$ cat src/rtl/prog_loader_pkg.sv
// Shared constants for the instruction-memory loader: word geometry,
// the HALT opcode (also decoded by the instruction memory) and FSM encodings.
package prog_loader_pkg;

    localparam int unsigned DEF_DATA_WIDTH = 32;
    localparam int unsigned DEF_BYTE_WIDTH = 8;
    localparam int unsigned BYTES_PER_WORD = DEF_DATA_WIDTH / DEF_BYTE_WIDTH;

    localparam logic [5:0] HALT_OPCODE = 6'b111111;

    localparam logic [2:0] ST_IDLE    = 3'd0;
    localparam logic [2:0] ST_RECEIVE = 3'd1;
    localparam logic [2:0] ST_WRITE   = 3'd2;
    localparam logic [2:0] ST_DONE    = 3'd3;
    localparam logic [2:0] ST_ERROR   = 3'd4;

endpackage

$ cat src/rtl/prog_loader_word_assembler.sv
// Packs an MSB-first byte stream into words and watches the gap between
// bytes of a partially received word.
module word_assembler
    import prog_loader_pkg::*;
#(
    parameter int unsigned DATA_WIDTH     = DEF_DATA_WIDTH,
    parameter int unsigned BYTE_WIDTH     = DEF_BYTE_WIDTH,
    parameter int unsigned BYTES          = BYTES_PER_WORD,
    parameter int unsigned TIMEOUT_CYCLES = 100000
) (
    input  logic                  clk_i,
    input  logic                  rst_ni,
    input  logic                  clear_i,
    input  logic                  capture_i,
    input  logic                  tmo_en_i,
    input  logic                  rx_done_i,
    input  logic [BYTE_WIDTH-1:0] rx_data_i,
    output logic [DATA_WIDTH-1:0] word_o,
    output logic                  word_valid_o,
    output logic                  timeout_o
);

    localparam int unsigned CW = (BYTES > 1) ? $clog2(BYTES) : 1;
    localparam int unsigned TW = $clog2(TIMEOUT_CYCLES + 1);

    logic [DATA_WIDTH-1:0] shift_q, shift_d;
    logic [CW-1:0]         cnt_q, cnt_d;
    logic [TW-1:0]         tmo_q, tmo_d;

    always_comb begin
        shift_d      = shift_q;
        cnt_d        = cnt_q;
        tmo_d        = tmo_q;
        word_valid_o = 1'b0;
        timeout_o    = 1'b0;
        if (clear_i) begin
            shift_d = '0;
            cnt_d   = '0;
            tmo_d   = '0;
        end else if (capture_i && rx_done_i) begin
            shift_d = {shift_q[DATA_WIDTH-BYTE_WIDTH-1:0], rx_data_i};
            tmo_d   = '0;
            if (cnt_q == CW'(BYTES - 1)) begin
                cnt_d        = '0;
                word_valid_o = 1'b1;
            end else begin
                cnt_d = cnt_q + 1'b1;
            end
        end else if (tmo_en_i && (cnt_q != '0)) begin
            // The gap is only timed once a word has started arriving.
            if (tmo_q == TW'(TIMEOUT_CYCLES - 1)) begin
                timeout_o = 1'b1;
                tmo_d     = '0;
            end else begin
                tmo_d = tmo_q + 1'b1;
            end
        end
    end

    // The completed word is offered in the same cycle as its last byte.
    assign word_o = shift_d;

    always_ff @(posedge clk_i or negedge rst_ni) begin
        if (!rst_ni) begin
            shift_q <= '0;
            cnt_q   <= '0;
            tmo_q   <= '0;
        end else begin
            shift_q <= shift_d;
            cnt_q   <= cnt_d;
            tmo_q   <= tmo_d;
        end
    end

endmodule

$ cat src/rtl/prog_loader.sv
// Loads UART-received instruction words into consecutive instruction-memory
// addresses until a HALT word, memory overflow or an inter-byte timeout.
module prog_loader
    import prog_loader_pkg::*;
#(
    parameter int unsigned DATA_WIDTH     = DEF_DATA_WIDTH,
    parameter int unsigned BYTE_WIDTH     = DEF_BYTE_WIDTH,
    parameter int unsigned MEM_DEPTH      = 32,
    parameter int unsigned SIZEOP         = 6,
    parameter int unsigned TIMEOUT_CYCLES = 100000
) (
    input  logic                         i_clock,
    input  logic                         i_reset,
    input  logic                         i_start,
    input  logic [BYTE_WIDTH-1:0]        i_rx_data,
    input  logic                         i_rx_done,
    output logic                         o_loading,
    output logic                         o_wr_en,
    output logic [DATA_WIDTH-1:0]        o_address,
    output logic [DATA_WIDTH-1:0]        o_instruccion,
    output logic [$clog2(MEM_DEPTH):0]   o_word_count,
    output logic                         o_done,
    output logic                         o_error
);

    localparam int unsigned BPW = DATA_WIDTH / BYTE_WIDTH;
    localparam int unsigned WCW = $clog2(MEM_DEPTH) + 1;

    logic [2:0]            state_q, state_d;
    logic [DATA_WIDTH-1:0] addr_q, addr_d;
    logic [DATA_WIDTH-1:0] wr_addr_q, wr_addr_d;
    logic [DATA_WIDTH-1:0] instr_q, instr_d;
    logic [WCW-1:0]        wcount_q, wcount_d;
    logic                  asm_clear, asm_valid, asm_timeout;
    logic [DATA_WIDTH-1:0] asm_word;
    logic                  in_receive, in_write, is_halt;

    assign in_receive = (state_q == ST_RECEIVE);
    assign in_write   = (state_q == ST_WRITE);
    assign is_halt    = (instr_q[DATA_WIDTH-1 -: SIZEOP] == SIZEOP'(HALT_OPCODE));

    // Capture stays on during WRITE so a byte landing there starts the next word.
    word_assembler #(
        .DATA_WIDTH    (DATA_WIDTH),
        .BYTE_WIDTH    (BYTE_WIDTH),
        .BYTES         (BPW),
        .TIMEOUT_CYCLES(TIMEOUT_CYCLES)
    ) u_word_assembler (
        .clk_i       (i_clock),
        .rst_ni      (i_reset),
        .clear_i     (asm_clear),
        .capture_i   (in_receive | in_write),
        .tmo_en_i    (in_receive),
        .rx_done_i   (i_rx_done),
        .rx_data_i   (i_rx_data),
        .word_o      (asm_word),
        .word_valid_o(asm_valid),
        .timeout_o   (asm_timeout)
    );

    always_comb begin
        state_d   = state_q;
        addr_d    = addr_q;
        wr_addr_d = wr_addr_q;
        instr_d   = instr_q;
        wcount_d  = wcount_q;
        asm_clear = 1'b0;
        case (state_q)
            ST_IDLE, ST_DONE, ST_ERROR: begin
                if (i_start) begin
                    state_d   = ST_RECEIVE;
                    addr_d    = '0;
                    wcount_d  = '0;
                    asm_clear = 1'b1;
                end
            end
            ST_RECEIVE: begin
                if (asm_timeout) begin
                    state_d = ST_ERROR;
                end else if (asm_valid) begin
                    state_d   = ST_WRITE;
                    instr_d   = asm_word;
                    wr_addr_d = addr_q;
                end
            end
            ST_WRITE: begin
                wcount_d = wcount_q + 1'b1;
                if (is_halt) begin
                    state_d = ST_DONE;
                end else if (addr_q == DATA_WIDTH'(MEM_DEPTH - 1)) begin
                    state_d = ST_ERROR;
                end else begin
                    state_d = ST_RECEIVE;
                    addr_d  = addr_q + 1'b1;
                end
            end
            default: state_d = ST_IDLE;
        endcase
    end

    always_ff @(posedge i_clock or negedge i_reset) begin
        if (!i_reset) begin
            state_q   <= ST_IDLE;
            addr_q    <= '0;
            wr_addr_q <= '0;
            instr_q   <= '0;
            wcount_q  <= '0;
        end else begin
            state_q   <= state_d;
            addr_q    <= addr_d;
            wr_addr_q <= wr_addr_d;
            instr_q   <= instr_d;
            wcount_q  <= wcount_d;
        end
    end

    assign o_loading     = in_receive | in_write;
    assign o_wr_en       = in_write;
    assign o_address     = wr_addr_q;
    assign o_instruccion = instr_q;
    assign o_word_count  = wcount_q;
    assign o_done        = (state_q == ST_DONE);
    assign o_error       = (state_q == ST_ERROR);

endmodule

$ cat config.mk
export PLATFORM = sky130hd
export DESIGN_NAME = prog_loader
export DESIGN_NICKNAME = d
export VERILOG_FILES = /design/src/rtl/prog_loader_pkg.sv /design/src/rtl/prog_loader_word_assembler.sv /design/src/rtl/prog_loader.sv
export SDC_FILE = /design/constraint.sdc
export NUM_CORES = 1
export LEC_CHECK = 0
export ABC_AREA = 1
export CAP_MARGIN = 30
export CORE_AREA = 2 2 189 144
export DETAILED_ROUTE_END_ITERATION = 7
export DIE_AREA = 0 0 191 146
export DONT_BUFFER_PORTS = 1
export PLACE_DENSITY = 0.41
export SLEW_MARGIN = 20
export SYNTH_ARGS = -nofsm -noshare
export SYNTH_HDL_FRONTEND = slang
export SYNTH_SLANG_ARGS = --single-unit
$ cat constraint.sdc
create_clock -name i_clock -period 2.13 [get_ports i_clock]
set_input_delay 0.426 -clock i_clock [delete_from_list [all_inputs] [get_ports i_clock]]
set_output_delay 0.426 -clock i_clock [all_outputs]
set_load 0.02 [all_outputs]
Word level (Yosys, flattened, before mapping)
Cells that the tools add are included.
{ "totals": {"register_bits": 156, "in_bits": 12, "out_inout_bits": 74, "elab_cells": 68} }
{ "classes": {"addsub": 4, "n_eq_ne": 12, "muxes": 30, "bitwise_logic": 2, "reduce_logical": 12} }
{ "ops": {"columns": ["operator", "n"], "rows": [
  ["32-bit 2-to-1 mux", 5],
  ["17-bit 2-to-1 mux", 4],
  ["32-bit case mux with 2 select lines", 1],
  ["32-bit by 1-bit adder with 32-bit output (second input constant)", 1],
  ["32-bit by 5-bit == test with 1-bit output (second input constant)", 1],
  ["17-bit by 1-bit adder with 17-bit output (second input constant)", 1],
  ["17-bit == test (second input constant)", 1],
  ["3-bit 2-to-1 mux", 5],
  ["6-bit case mux with 2 select lines", 1],
  ["1-bit 2-to-1 mux", 9],
  ["3-bit case mux with 3 select lines", 1],
  ["6-bit by 1-bit adder with 6-bit output (second input constant)", 1],
  ["3-bit by 2-bit == test with 1-bit output (second input constant)", 2],
  ["6-bit == test (second input constant)", 1],
  ["2-bit 2-to-1 mux", 3],
  ["6-bit 2-to-1 mux", 1],
  ["2-bit inequality test (second input constant)", 3],
  ["2-bit nonzero test", 3],
  ["2-bit AND reduction", 2],
  ["4-bit AND reduction", 1],
  ["3-bit by 1-bit == test with 1-bit output (second input constant)", 1],
  ["3-bit == test (second input constant)", 1],
  ["3-bit zero test", 1],
  ["3-bit inequality test (second input constant)", 1],
  ["other kinds (8)", 9]
]} }

Depth between registers and ports, before layout
Gate-level depths: netlist of run 1.
{ "logic_depth": {"depth_word": 8, "mapped_depth": 12, "mapped_depth_nobuf": 11} }

Hierarchy
Synthesis of run 1 repeated with hierarchy kept, for this count alone.
{ "hier_totals": {"cells_unflattened": 1010, "area_unflattened_um2": 8074.0} }
{ "modules_own_cells": {"columns": ["mod", "n_inst", "cells_each", "area_per_inst_um2", "seq_area_each_um2"], "rows": [
  ["prog_loader", 1, 710, 5571.6, 2627.5],
  ["word_assembler", 1, 300, 2502.4, 1276.2]
]} }

Worst setup path after synthesis of run 1
No wires, ideal clock.
{ "synth_timing": {"path_kind": "reg-to-reg", "from": "reg state_q[0]", "to": "reg wr_addr_q[16] (netlist: o_address[16])", "setup_ps": 119, "t_arrival_ps": 1548, "required_ps": 2011, "slack_ps": 463, "stages_incl_launch_ff": 11, "path_buffers": 1, "synth_period_minus_slack_ps": 1667, "path_cell_list": "dfrtp_1 > nor2_1 > nand2_2 > nand2_2 > nand2_4 > inv_2 > nand2_2 > nor2_4 > buf_2 > nand2_1 > o21a_1"} }
{ "synth_between": {"elab_chain_cells": 7, "word_cells_on_any_way": 17, "classes_between": "eq/ne (4); mux (6); bitwise (2); reduce/logical (5)"} }
{ "synth_lines": {"columns": ["item", "line_no", "source"], "rows": [
  ["start, declared", "prog_loader.sv:29", "logic [2:0] state_q, state_d;"],
  ["start signal, assigned", "prog_loader.sv:109", "state_q <= state_d;"],
  ["3-bit by 1-bit == test with 1-bit output or 3-bit by 2-bit == test with 1-bit output (tied branches)", "prog_loader.sv:38, prog_loader.sv:39", null],
  ["1-bit bitwise OR *", null, null],
  ["via o_loading", "prog_loader.sv:17", "output logic o_loading,"],
  ["1-bit logical AND *", "prog_loader_word_assembler.sv:40", "end else if (capture_i && rx_done_i) begin"],
  ["1-bit 2-to-1 mux", "prog_loader_word_assembler.sv:40", null],
  ["1-bit 2-to-1 mux", "prog_loader_word_assembler.sv:36", "if (clear_i) begin"],
  ["1-bit inverter (no source line)", null, null],
  ["3-bit AND reduction (no source line) *", null, null],
  ["end signal, assigned", "prog_loader.sv:111", "wr_addr_q <= wr_addr_d;"],
  ["end, declared", "prog_loader.sv:31", "logic [DATA_WIDTH-1:0] wr_addr_q, wr_addr_d;"]
]} }
Mark *: on every way through the listed nets, which the timed path passes. The rest lies on a longest branch.
A chain may end at the register's enable or synchronous reset.

Final worst setup path of run 1
{ "layout_timing": {"from": "reg state_q[0]", "to": "out o_wr_en"} }
{ "layout_between": {"elab_chain_cells": 1} }
{ "layout_lines": {"columns": ["item", "line_no", "source"], "rows": [
  ["3-bit by 2-bit == test with 1-bit output", "prog_loader.sv:39", "assign in_write = (state_q == ST_WRITE);"],
  ["end, declared", "prog_loader.sv:18", "output logic o_wr_en,"]
]} }
No other way between the ends.

==> key figures, run 1 <==
Finish
  – Layout net count: 1024
  – Layout Cells excl Fill: 1364
  – Layout cell share with drive strength beyond 1: around 8.7%
  – Finished layout cell area: 8910 µm²
  – Layout area overhead: 15.6%
  – FILL cells: between 2000 and 3000
  – N_diodes: 0
  – Register area: between 3000 and 4000 µm²
  – Area of the multi-input gates: 3230 µm²
  – Final core utilization: 34.5%

Die
  – Die area: 27900 µm²
  – Ports: 86
  – Die Width: 191 µm
  – Initial core utilization: 29.8%
  – Die Span Y: 146 µm
  – Row cnt: between 50 and 60
  – Core area: between 20000 and 30000 µm²

Global routing
  – Largest net degree at the start of global routing: 157
  – GR Util All Layers: 17.1%
  – Gr ovfl total: 0
  – Grt met2 use: between 20% and 30%
  – Global-route wire length before repair: 36700 µm
  – Initial antenna violation count: 0
  – Met3 usage in global routing: under 10%
  – Vias in the first global route: 6176
  – Gr busiest metal: met1
  – M1 GR Usage: 27.3%

STA
  – # setup viols final: 0
  – Fin crit share: 93.5%
  – Setup TNS: 0 ns
  – Max Clk Rate: 502 MHz
  – Relative slew slack: 61.5%
  – Final Hold Fails: 156
  – Worst Tran Pin Value: about 0.58 ns
  – Worst Clk Skew: between 0.01 and 0.015 ns
  – Tmin final: 1.99 ns
  – Hold_ws: -0.305 ns
  – Max-slew violation count: 0

Yosys
  – Top cell type's share of synthesized area: 50.6%
  – Post-Syn Nets: 1002
  – Number of synthesized register bits: 156
  – Count of cell types in the netlist: 30
  – Post-Synthesis Cell Area: slightly below 8000 µm²
  – Area leader, netlist: dfrtp_1
  – Avg Inst Size Synth: 7.83 µm²
  – Share of synthesized area occupied by flip-flops and latches: 50.6%
  – Cell count after synthesis: 985
  – Area contributors post-synth: dfrtp_1, nand2_1, o21ai_0, inv_1, nand3_1
  – Ys Warns: 0

Clocking
  – Setup Fix Bufs, Post-CTS: 0
  – Clk slew on worst S/H paths: roughly 0.070 ns
  – CTS Root Cell: clkbuf_16
  – Htree depth: 4
  – CTS Buf Count: 17
  – Clk sink count: 156
  – CTS tree: yes
  – Clk buf depth: 2
  – Clock Latency Late Sink: about 0.43 ns

Power and ir drop
  – P per Cell Area: around 1200 nW/µm²
  – Peak supply drop: 0.000586 V
  – Lkg Pwr: roughly 4.1 nW

Placement
  – IO Port Bufs: 0
  – Gp weighted congestion: about 0.85
  – Placed Cells: between 1000 and 1500
  – Dpl hpwl: 16100 µm
  – Placed cell areas: just over 8000 µm²

Worst setup path
  – Crit path capture type: output port
  – Critical path class: reg -> out
  – Critical path arrival: 1.56 ns
  – CP Max Fanout: 13
  – Worst Setup Start Kind: flip-flop
  – Critical Path RT: 1.70 ns

Route
  – Routed len/inst: 16.8 µm
  – Via density: 4.70
  – DR DRC count: 0
  – Drt pass-1 iters: 6
  – DRT iter0 DRCs: 475
  – Final ANT Viol Nets: 0
  – Via count: around 6400
  – WL final: 22900 µm

Hold path
  – Class of the worst hold path: in -> async

Run
  – Max cap viols: 0

Run status
  – Status: complete, but fails checks
  – Failing checks: hold timing
-- flip-flops by register name, indices dropped and copies added (netlist names) --
signal	cells
o_address	32
u_word_assembler.tmo_q	17
state_q	3
addr_q	32
o_instruccion	32
o_word_count	6
u_word_assembler.cnt_q	2
u_word_assembler.shift_q	32
-- repair_timing --
action	4_1_cts	5_1_grt
endpoints found under the setup margin	1	12
hold endpoints to repair	156	156
cloned	0	1
resized for setup	3	3
-- final cells by class --
class | count | share of cell area, %
sequential | 156 | 43.8
multi-input combinational | 693 | 36.2
clock buffer | 20 | 5.13
tap | 344 | 4.83
inverter | 103 | 4.34
timing repair buffer | 36 | 3.97
clock inverter | 12 | 1.69
-- critical path, stage by stage (launching register included) --
cell,delay [ns]
dfrtp_2,0.46
nor2_1,0.12
nand2_2,0.09
inv_2,0.09
buf_6,0.19
buf_12,0.18
-- Yosys cell counts (all sizes together) --
master and instances:
ha 5, dfrtp 156, buf 22, clkbuf 11, nor3 28, o21a 31
nand4 13, xor2 8, o31ai 1, inv 103, a21oi 6, nor4 2
nand2 327, xnor2 2, nor2 89, o211ai 1, a31oi 1, nand3 69
o21ai 93, o22ai 17
-- through the flow --
step	setup WS, ns	power [W]
final	0.139	0.0103
after global routing	-0.00123	0.0109
after CTS	0.0249	0.0104
after detailed placement	0.185	0.00707
after global placement	0.214	0.00708
after floorplan	0.463	0.00621
-- layout by cell type, fill, tap and decap left out --
cell type and instances:
inv_6 6, clkbuf_16 18, clkbuf_1 1, o21a_1 31, clkbuf_8 2, a31oi_1 1, xnor2_1 2, nand3_1 68
o31ai_1 1, inv_1 97, o21ai_0 83, nand2_4 5, o22ai_1 17, ha_1 5, buf_12 5, nor4_1 2
a21oi_1 6, nor3_1 27, buf_4 29, buf_6 1, nor2_2 2, o21ai_1 10, nor2_4 1, nand4_1 13
nor3_2 1, nand3_4 1, inv_2 6, inv_8 2, nand2_2 5, xor2_1 8, clkinvlp_4 2, nand2_1 317
dfrtp_2 1, o211ai_1 1, nor2_1 86, dfrtp_1 155, bufinv_16 2
-- layer usage --
layer	vias to the layer above	share of wire, %
li1	3209	-
met1	3034	54
met2	156	38
met3	8	7.7
met4	0	0.60
met5	-	0
-- worst paths after layout --
kind	start	endpoint	slack, ns	cells after the start
hold / removal	i_reset	u_word_assembler.tmo_q[6]	-0.30	0
min in group i_clock	i_rx_data[7]	u_word_assembler.shift_q[7]	0.16	2
hold reg to reg	addr_q[13]	addr_q[13]	0.48	2
setup reg to reg	addr_q[9]	addr_q[26]	0.20	8
max in group asynchronous	i_reset	o_address[1]	2.24	0
setup / recovery	state_q[0]	o_wr_en	0.14	5
-- report_power, final --
group	switching [W]	total (W)	internal [W]
clock	0.00140	0.00323	0.00183
combinational	0.00169	0.00253	0.000842
sequential	0.000850	0.00449	0.00364
total	0.00394	0.0103	0.00632
-- cells by family (layout without fill, tap and decap cells) --
family,count (synthesis),after routing,share of synthesized area (%)
AO/OA/AOI/OAI,150,150,11.1
XOR/XNOR,10,10,1.14
adder cells (fa/ha/maj),5,5,0.812
buffers and inverters,136,171,7.53
flip-flops,156,156,50.6
AND/OR/NAND/NOR,528,528,28.8
(Power assumes the default switching activity.)
==> run 2: changes to the inputs <==
--- a/config.mk
+++ b/config.mk
@@ -7,12 +7,15 @@
 export LEC_CHECK = 0
 export ABC_AREA = 1
 export CAP_MARGIN = 30
-export CORE_AREA = 2 2 189 144
+export CELL_PAD_IN_SITES_DETAIL_PLACEMENT = 1
+export CELL_PAD_IN_SITES_GLOBAL_PLACEMENT = 2
+export CORE_AREA = 2 2 193 148
 export DETAILED_ROUTE_END_ITERATION = 7
-export DIE_AREA = 0 0 191 146
+export DIE_AREA = 0 0 195 150
 export DONT_BUFFER_PORTS = 1
-export PLACE_DENSITY = 0.41
+export PLACE_DENSITY = 0.63
 export SLEW_MARGIN = 20
 export SYNTH_ARGS = -nofsm -noshare
 export SYNTH_HDL_FRONTEND = slang
+export SYNTH_HIERARCHICAL = 1
 export SYNTH_SLANG_ARGS = --single-unit
==> run 2 against run 1 <==
Effect of this change:
- the flow still finishes with violations (hold timing)
- critical path depth fell by 1
- global-route usage rose by 0.52 points
- synthesized cell count rose by 2.5%
- setup slack got worse by 0.042 ns
- wire length rose by 10%
- sequential share of layout area fell by 2.2 points
- design area rose by 5.4%
- worst hold slack got worse by 0.011 ns
- area after synthesis rose by 4.7%
- flip-flop and latch count did not move
- sequential power fell by 14%
- critical endpoint unchanged
- highest routed layer unchanged
==> key figures, run 2 <==
Run status
  – Status: complete, but fails checks
  – Failing checks: hold timing

Yosys
  – Most common cell in the netlist: nand2_1
  – Ys Warns: 6
  – Post-Synth Adder-Cell Area: 0.775%
  – Avg Inst Size Synth: 7.99 µm²
  – Xor/xnor cell area share of the yosys netlist: 0.868%
  – Area contributors post-synth: dfrtp_1, nand2_1, nand3_1, o21ai_2, inv_1
  – Share of synthesized area occupied by flip-flops and latches: 48.3%
  – Post-synth top cells: nand2_1, dfrtp_1, inv_1, nor2_1, nand3_1
  – Cell count after synthesis: ~1000
  – Post-Synth Simple-Gate Area: 30.8%
  – Largest family of logic cells by synthesized area: simple AND/OR/NAND/NOR gates
  – Post-Syn Nets: 1027
  – Count of cell types in the netlist: 36
  – Post-Synthesis Cell Area: just over 8000 µm²
  – Number of flops mapped to enable cells by yosys: 0
  – Top FF cell, synth: dfrtp_1
  – Fraction of registers with async set/reset: 100%
  – Top cell type's share of synthesized area: 48.3%
  – Multiplexer share of the synthesized area: 0%
  – Number of synthesized register bits: 156
  – Compound-Gate Fraction of Synth Area: approximately 11%
  – Area leader, netlist: dfrtp_1

Clocking
  – Clk slew on worst S/H paths: 0.07 ns
  – CTS Buf Count: 17
  – CTS Root Cell: clkbuf_16
  – Clk sink count: 156
  – Clock Latency Late Sink: between 0.4 and 0.5 ns
  – Setup Fix Bufs, Post-CTS: 0
  – CTS tree: yes
  – Htree depth: 4
  – Clk buf depth: 2

Finish
  – Layout cell share with drive strength beyond 1: 18.7%
  – FILL cells: 3293
  – Most common cell after layout, fill and taps aside: nand2_1
  – Layout net count: 1066
  – Layout area overhead: 16.3%
  – Most frequent cells in the layout: nand2_1, dfrtp_1, inv_1

Worst setup path
  – Reg2reg setup slack: 0.12 ns
  – CP Max Fanout: 21
  – Critical path class: reg -> out
  – Crit-path slowest cell: dfrtp_2
  – CP peak stage delay: 0.42 ns
  – CP cell instances: inv_2 > nor3_4 > buf_4 > buf_8
  – Largest delay contributor family on the critical path: buffers and inverters
  – Critical Path RT: between 1.5 and 2 ns
  – Worst Setup Start Kind: flip-flop
  – Critical path arrival: 1.61 ns
  – Crit path capture type: output port
  – Buf/Inv on CP: 3

Route
  – WL final: approximately 25000 µm
  – Via density: 4.71
  – Drt pass-1 iters: 5
  – Via count: about 6700
  – Final ANT Viol Nets: 0
  – DR DRC count: 0
  – Routed len/inst: between 15 and 20 µm
  – DRT iter0 DRCs: 332

STA
  – # setup viols final: 0
  – Tmin final: 2.03 ns
  – Worst Tran Pin Value: 0.618 ns
  – Hold_ws: -0.315 ns
  – Worst Clk Skew: 0.0105 ns
  – RSZ-0062 raised after global routing: yes
  – Fin crit share: 95.4%
  – Final Hold Fails: 156
  – Max-slew violation count: 0
  – Max Clk Rate: 492 MHz
  – Relative slew slack: 58.7%
  – Setup TNS: 0 ns

Power and ir drop
  – P per Cell Area: 1010 nW/µm²
  – Peak supply drop: 0.000554 V
  – Total power: 0.00945 W
  – Lkg Pwr: 4.34 nW

Die
  – Initial core utilization: 29.4%
  – Die Width: around 200 µm
  – Core area: 27500 µm²
  – Ports: 86
  – Die area: between 20000 and 30000 µm²
  – Die Span Y: 150 µm
  – Row cnt: 53

Placement
  – IO Port Bufs: 0
  – Dpl hpwl: around 18000 µm
  – Gp weighted congestion: approximately 0.78

Hold path
  – Class of the worst hold path: in -> async

Global routing
  – GR Util All Layers: between 10% and 20%
  – Largest net degree at the start of global routing: 157
  – Vias in the first global route: between 6000 and 7000
  – Gr ovfl total: 0
  – Global-route wire length before repair: 39500 µm
  – Initial antenna violation count: 1

Run
  – Max cap viols: 0
run 2: cell types whose count changed after synthesis, moves of 5 or more:
| cell | change |
|---|---|
| a21oi_1 | +6 |
| buf_2 | -5 |
| inv_1 | -5 |
| inv_2 | +7 |
| nand2_1 | +24 |
| nand2_2 | +18 |
| nand3_1 | +12 |
| nor2_2 | +5 |
| nor3_1 | -26 |
| o21a_1 | -31 |
| o21ai_0 | -55 |
| o21ai_1 | +16 |
| o21ai_2 | +42 |
| o21bai_1 | +5 |
run 2: routing by layer:
layer | up-vias | part of all wire (%) | track usage (%)
met4 | 0 | 0.67 | 4.01
met3 | 10 | 5.6 | 5.14
li1 | 3300 | - | -
met2 | 112 | 38 | 23.0
met1 | 3268 | 55 | 27.7
met5 | - | 0 | 0
run 2: cell families after synthesis:
family,count (synthesis)
buffers and inverters,138
DFF,156
and+or+nand+nor,568
AOI/OAI and AO/OA,135
xor gates and xnor gates,8
adders and majority gates,5
run 2: path summary, 6_finish.rpt:
path                                               from                            to  cells past startpoint
max in group asynchronous                       i_reset                  o_address[6]                      0
min in group i_clock                       i_rx_data[5]   u_word_assembler/shift_q[5]                      2
hold reg to reg            u_word_assembler/shift_q[31]  u_word_assembler/shift_q[31]                      2
setup reg to reg                             state_q[0]                 o_address[29]                     15
setup / recovery                             state_q[1]                       o_wr_en                      4
hold / removal                                  i_reset              o_instruccion[3]                      0
run 2: cell type report:
class / instances / area, µm² / area share (%)
Clock buffer: 19 / 443 / 4.72
Tap cell: 357 / 447 / 4.76
Multi-Input combinational cell: 717 / 3580 / 38.1
Clock inverter: 12 / 115 / 1.23
Antenna cell: 1 / 2.50 / 0.0266
Inverter: 106 / 408 / 4.34
Sequential cell: 156 / 3910 / 41.6
Timing Repair Buffer: 51 / 493 / 5.25
run 2: worst register-to-register path, cell delays in order (launching register included):
cell and delay, ns:
dfrtp_2 0.45, inv_2 0.09, nor3_4 0.04, or2_4 0.26, nand2_4 0.07, inv_4 0.05
nor2_4 0.10, nand3_4 0.09, nor2_4 0.09, inv_1 0.06, nand2_2 0.09, inv_4 0.07
nand2_8 0.14, clkbuf_16 0.22, nand2_1 0.06, o21ai_1 0.07
run 2: what timing repair did:
item	CTS	global route
hold endpoints to repair	156	156
gates resized for setup	2	14
gates cloned	0	4
endpoints found under the setup margin	1	66
pin swaps	0	1
run 2: metrics by stage:
step           area [µm²]  utilization (%)  setup slack (ns)  cells
5_1_grt              9390             34.2           -0.0106   1418
3_5_place_dp         8680             31.6            0.0935   1383
6_report             9390             34.2            0.0971   1419
3_3_place_gp         8680             31.6             0.155   1383
4_1_cts              9250             33.7            0.0235   1414
2_1_floorplan        8140                -            -0.236   1010
run 2: power by group:
group	switching, W	total [W]	leakage (nW)	internal [W]
Combinational	0.00184	0.00261	1.93	0.000763
Clock	0.00136	0.00300	0.266	0.00165
Sequential	0.000439	0.00384	2.14	0.00340
==> run 3: changes to the inputs <==
--- a/config.mk
+++ b/config.mk
@@ -5,15 +5,14 @@
 export SDC_FILE = /design/constraint.sdc
 export NUM_CORES = 1
 export LEC_CHECK = 0
-export ABC_AREA = 1
 export CAP_MARGIN = 30
 export CELL_PAD_IN_SITES_DETAIL_PLACEMENT = 1
 export CELL_PAD_IN_SITES_GLOBAL_PLACEMENT = 2
-export CORE_AREA = 2 2 193 148
+export CORE_AREA = 2 2 183 140
 export DETAILED_ROUTE_END_ITERATION = 7
-export DIE_AREA = 0 0 195 150
+export DIE_AREA = 0 0 185 142
 export DONT_BUFFER_PORTS = 1
-export PLACE_DENSITY = 0.63
+export PLACE_DENSITY = 0.59
 export SLEW_MARGIN = 20
 export SYNTH_ARGS = -nofsm -noshare
 export SYNTH_HDL_FRONTEND = slang
==> constraint.sdc (replaced) <==
create_clock -name i_clock -period 1.76 [get_ports i_clock]
set_input_delay 0.352 -clock i_clock [delete_from_list [all_inputs] [get_ports i_clock]]
set_output_delay 0.352 -clock i_clock [all_outputs]
set_load 0.02 [all_outputs]
==> run 3 against run 2 <==
Effect of this change:
- utilization grew 9.9 points
- largest power group unchanged
- the flow finishes with violations (hold timing, setup timing)
- highest routed layer unchanged
- critical endpoint is now o_instruccion[27]
- worst hold slack lost 0.087 ns
- setup slack got worse by 0.65 ns
==> key figures, run 3 <==
STA
  – Relative slew slack: 70.6%
  – Max Clk Rate: around 430 MHz
  – Tmin final: 2.31 ns
  – # setup viols final: 147
  – Final Hold Fails: 156
  – RSZ-0062 raised after global routing: yes
  – Hold_ws: -0.402 ns
  – Worst Tran Pin Value: 0.438 ns
  – Worst Setup Slack, final: -0.553 ns
  – Max-slew violation count: 0
  – Fin crit share: 131%
  – Worst Clk Skew: 0.0170 ns
  – Setup TNS: -46.32 ns

Finish
  – Most common cell after layout, fill and taps aside: dfrtp_1
  – Layout cell share with drive strength beyond 1: 48.6%
  – Final core utilization: 44.1%
  – Layout net count: between 800 and 900
  – N_diodes: 0
  – Layout Cells excl Fill: 1174
  – Most frequent cells in the layout: dfrtp_1, buf_4, nand2_1, buf_6, mux2_4
  – Finished layout cell area: 10800 µm²
  – Layout area overhead: 48.9%

Worst setup path
  – Critical path class: reg -> reg
  – Buf/Inv on CP: 4
  – Largest delay contributor family on the critical path: simple AND/OR/NAND/NOR gates
  – FF-to-FF Start: state_q[1]
  – CP peak stage delay: 0.43 ns
  – Critical path arrival: 2.63 ns
  – Worst Setup Start Kind: flip-flop
  – Critical Path RT: 2.08 ns
  – Crit path capture type: flip-flop
  – CP Depth: 11
  – CP Max Fanout: 8
  – Reg2reg setup slack: -0.55 ns
  – CP cell instances: buf_6 > nand2_4 > inv_4 > or2_4 > a21oi_4 > nand2_2 > nor2_4 > nand3b_1 > buf_6 > clkbuf_16 > mux2_2
  – FF-to-FF End: o_instruccion[27]
  – Most used cell, CP: buf_6
  – R2R cell count: 11
  – Crit-path slowest cell: dfrtp_1

Yosys
  – Number of flops mapped to enable cells by yosys: 0
  – Post-synth top cells: dfrtp_1, mux2_2, nand2_1, a22o_1, a31oi_1
  – Cell count after synthesis: approximately 640
  – Post-Synthesis Cell Area: 7260 µm²
  – Ys Warns: 6
  – Share of synthesized area occupied by flip-flops and latches: 53.7%
  – Most common cell in the netlist: dfrtp_1
  – Number of synthesized register bits: 156
  – Area contributors post-synth: dfrtp_1, mux2_2, a22o_1, nand2_1, a31oi_1
  – Count of cell types in the netlist: 74
  – Avg Inst Size Synth: 11.4 µm²
  – Area leader, netlist: dfrtp_1
  – Post-Syn Nets: roughly 660
  – Top FF cell, synth: dfrtp_1
  – Top cell type's share of synthesized area: a little over half
  – Fraction of registers with async set/reset: between 90% and 100%

Global routing
  – Global-route wire length before repair: 38200 µm
  – Vias in the first global route: 6596
  – Initial antenna violation count: 0
  – Gr ovfl total: 0
  – GR Util All Layers: 19.0%
  – Largest net degree at the start of global routing: 157

Clocking
  – CTS tree: yes
  – CTS Buf Count: 17
  – Clk sink count: roughly 160
  – Clk buf depth: 2
  – CTS Root Cell: clkbuf_16
  – Clk slew on worst S/H paths: 0.08 ns
  – Htree depth: 4
  – Clock Latency Late Sink: 0.44 ns

Die
  – Initial core utilization: just under 30%
  – Core area: 24500 µm²
  – Row cnt: 50
  – Die area: ~26000 µm²
  – Die Width: 185 µm
  – Ports: 86
  – Die Span Y: ~140 µm

Route
  – WL final: 25400 µm
  – DR DRC count: 0
  – DRT iter0 DRCs: 346
  – Drt pass-1 iters: 4
  – Routed len/inst: 21.7 µm
  – Via count: slightly above 6000
  – Final ANT Viol Nets: 0
  – Via density: 5.21

Placement
  – Dpl hpwl: 15500 µm
  – IO Port Bufs: 0
  – Placed Cells: 1083
  – Gp weighted congestion: about 0.78
  – Placed cell areas: 8750 µm²

Run status
  – Status: complete, but fails checks
  – Failing checks: hold timing, setup timing

Power and ir drop
  – Total power: around 0.015 W
  – Lkg Pwr: 4.96 nW
  – Peak supply drop: just over 0.0007 V
  – P per Cell Area: between 1000 and 1500 nW/µm²

Run
  – Max cap viols: 0

Hold path
  – Class of the worst hold path: in -> async
run 3: changes by cell type after synthesis, sizes merged, moves of 27 or more:
cell / change
nand2: -320
inv: -95
nor2: -82
o21ai: -63
mux2: +62
nand3: -56
a22o: +32
a31oi: +27
run 3: layer usage:
metal	track usage, %	wire length (µm)	up-vias
met1	26.8	11800	3170
met4	5.51	311	0
met2	29.1	11700	119
met3	4.81	1670	24
li1	-	-	2803
met5	0	0	-
run 3: layout make-up:
cell class / count / area, µm²
clock inverter: 15 / 190
fill: 2607 / 13700
inverter: 11 / 43.8
multi-input combinational: 429 / 3750
tap: 338 / 423
timing repair buffer: 208 / 2060
clock buffer: 17 / 425
sequential: 156 / 3910
run 3: cell families (layout without fill, tap and decap cells):
logic type / Yosys count / in the layout / share of synthesized area, %
AOI/OAI and AO/OA: 149 / 149 / 14.8
xor gates and xnor gates: 2 / 2 / 0.241
adders and majority gates: 5 / 5 / 0.861
buffers and inverters: 53 / 251 / 3.32
DFF: 156 / 156 / 53.7
muxes: 66 / 66 / 10.2
and+or+nand+nor: 207 / 207 / 16.9
run 3: stage by stage:
stage | worst slack [ns] | hold WS (ns)
6_report | -0.553 | -0.402
4_1_cts | -0.545 | -0.420
3_3_place_gp | -0.507 | 0.0611
5_1_grt | -0.636 | -0.426
3_5_place_dp | -0.578 | 0.0609
2_1_floorplan | -0.703 | 0.0564
run 3: repair_timing:
| item | in CTS | in global routing |
|---|---|---|
| pin swaps | 28 | 78 |
| endpoints found under the setup margin | 149 | 153 |
| hold endpoints to repair | 156 | 156 |
| setup buffers | 29 | 25 |
| gates cloned | 6 | 10 |
| resized for setup | 94 | 105 |
run 3: report_power, final:
group          internal [W]  total (W)  switching, W
clock network       0.00194    0.00380       0.00186
registers           0.00455    0.00580       0.00126
logic               0.00281    0.00520       0.00239
total               0.00929     0.0148       0.00551
run 3: worst max-delay path by stage:
stage	startpoint	to	slack, ns
after floorplan	state_q[2]	o_address[17]	-0.70
after global placement	state_q[1]	o_address[28]	-0.51
after detailed placement	state_q[2]	o_address[20]	-0.58
after CTS	state_q[1]	o_instruccion[3]	-0.55
after global routing	state_q[1]	o_instruccion[7]	-0.64
final	state_q[1]	o_instruccion[27]	-0.55
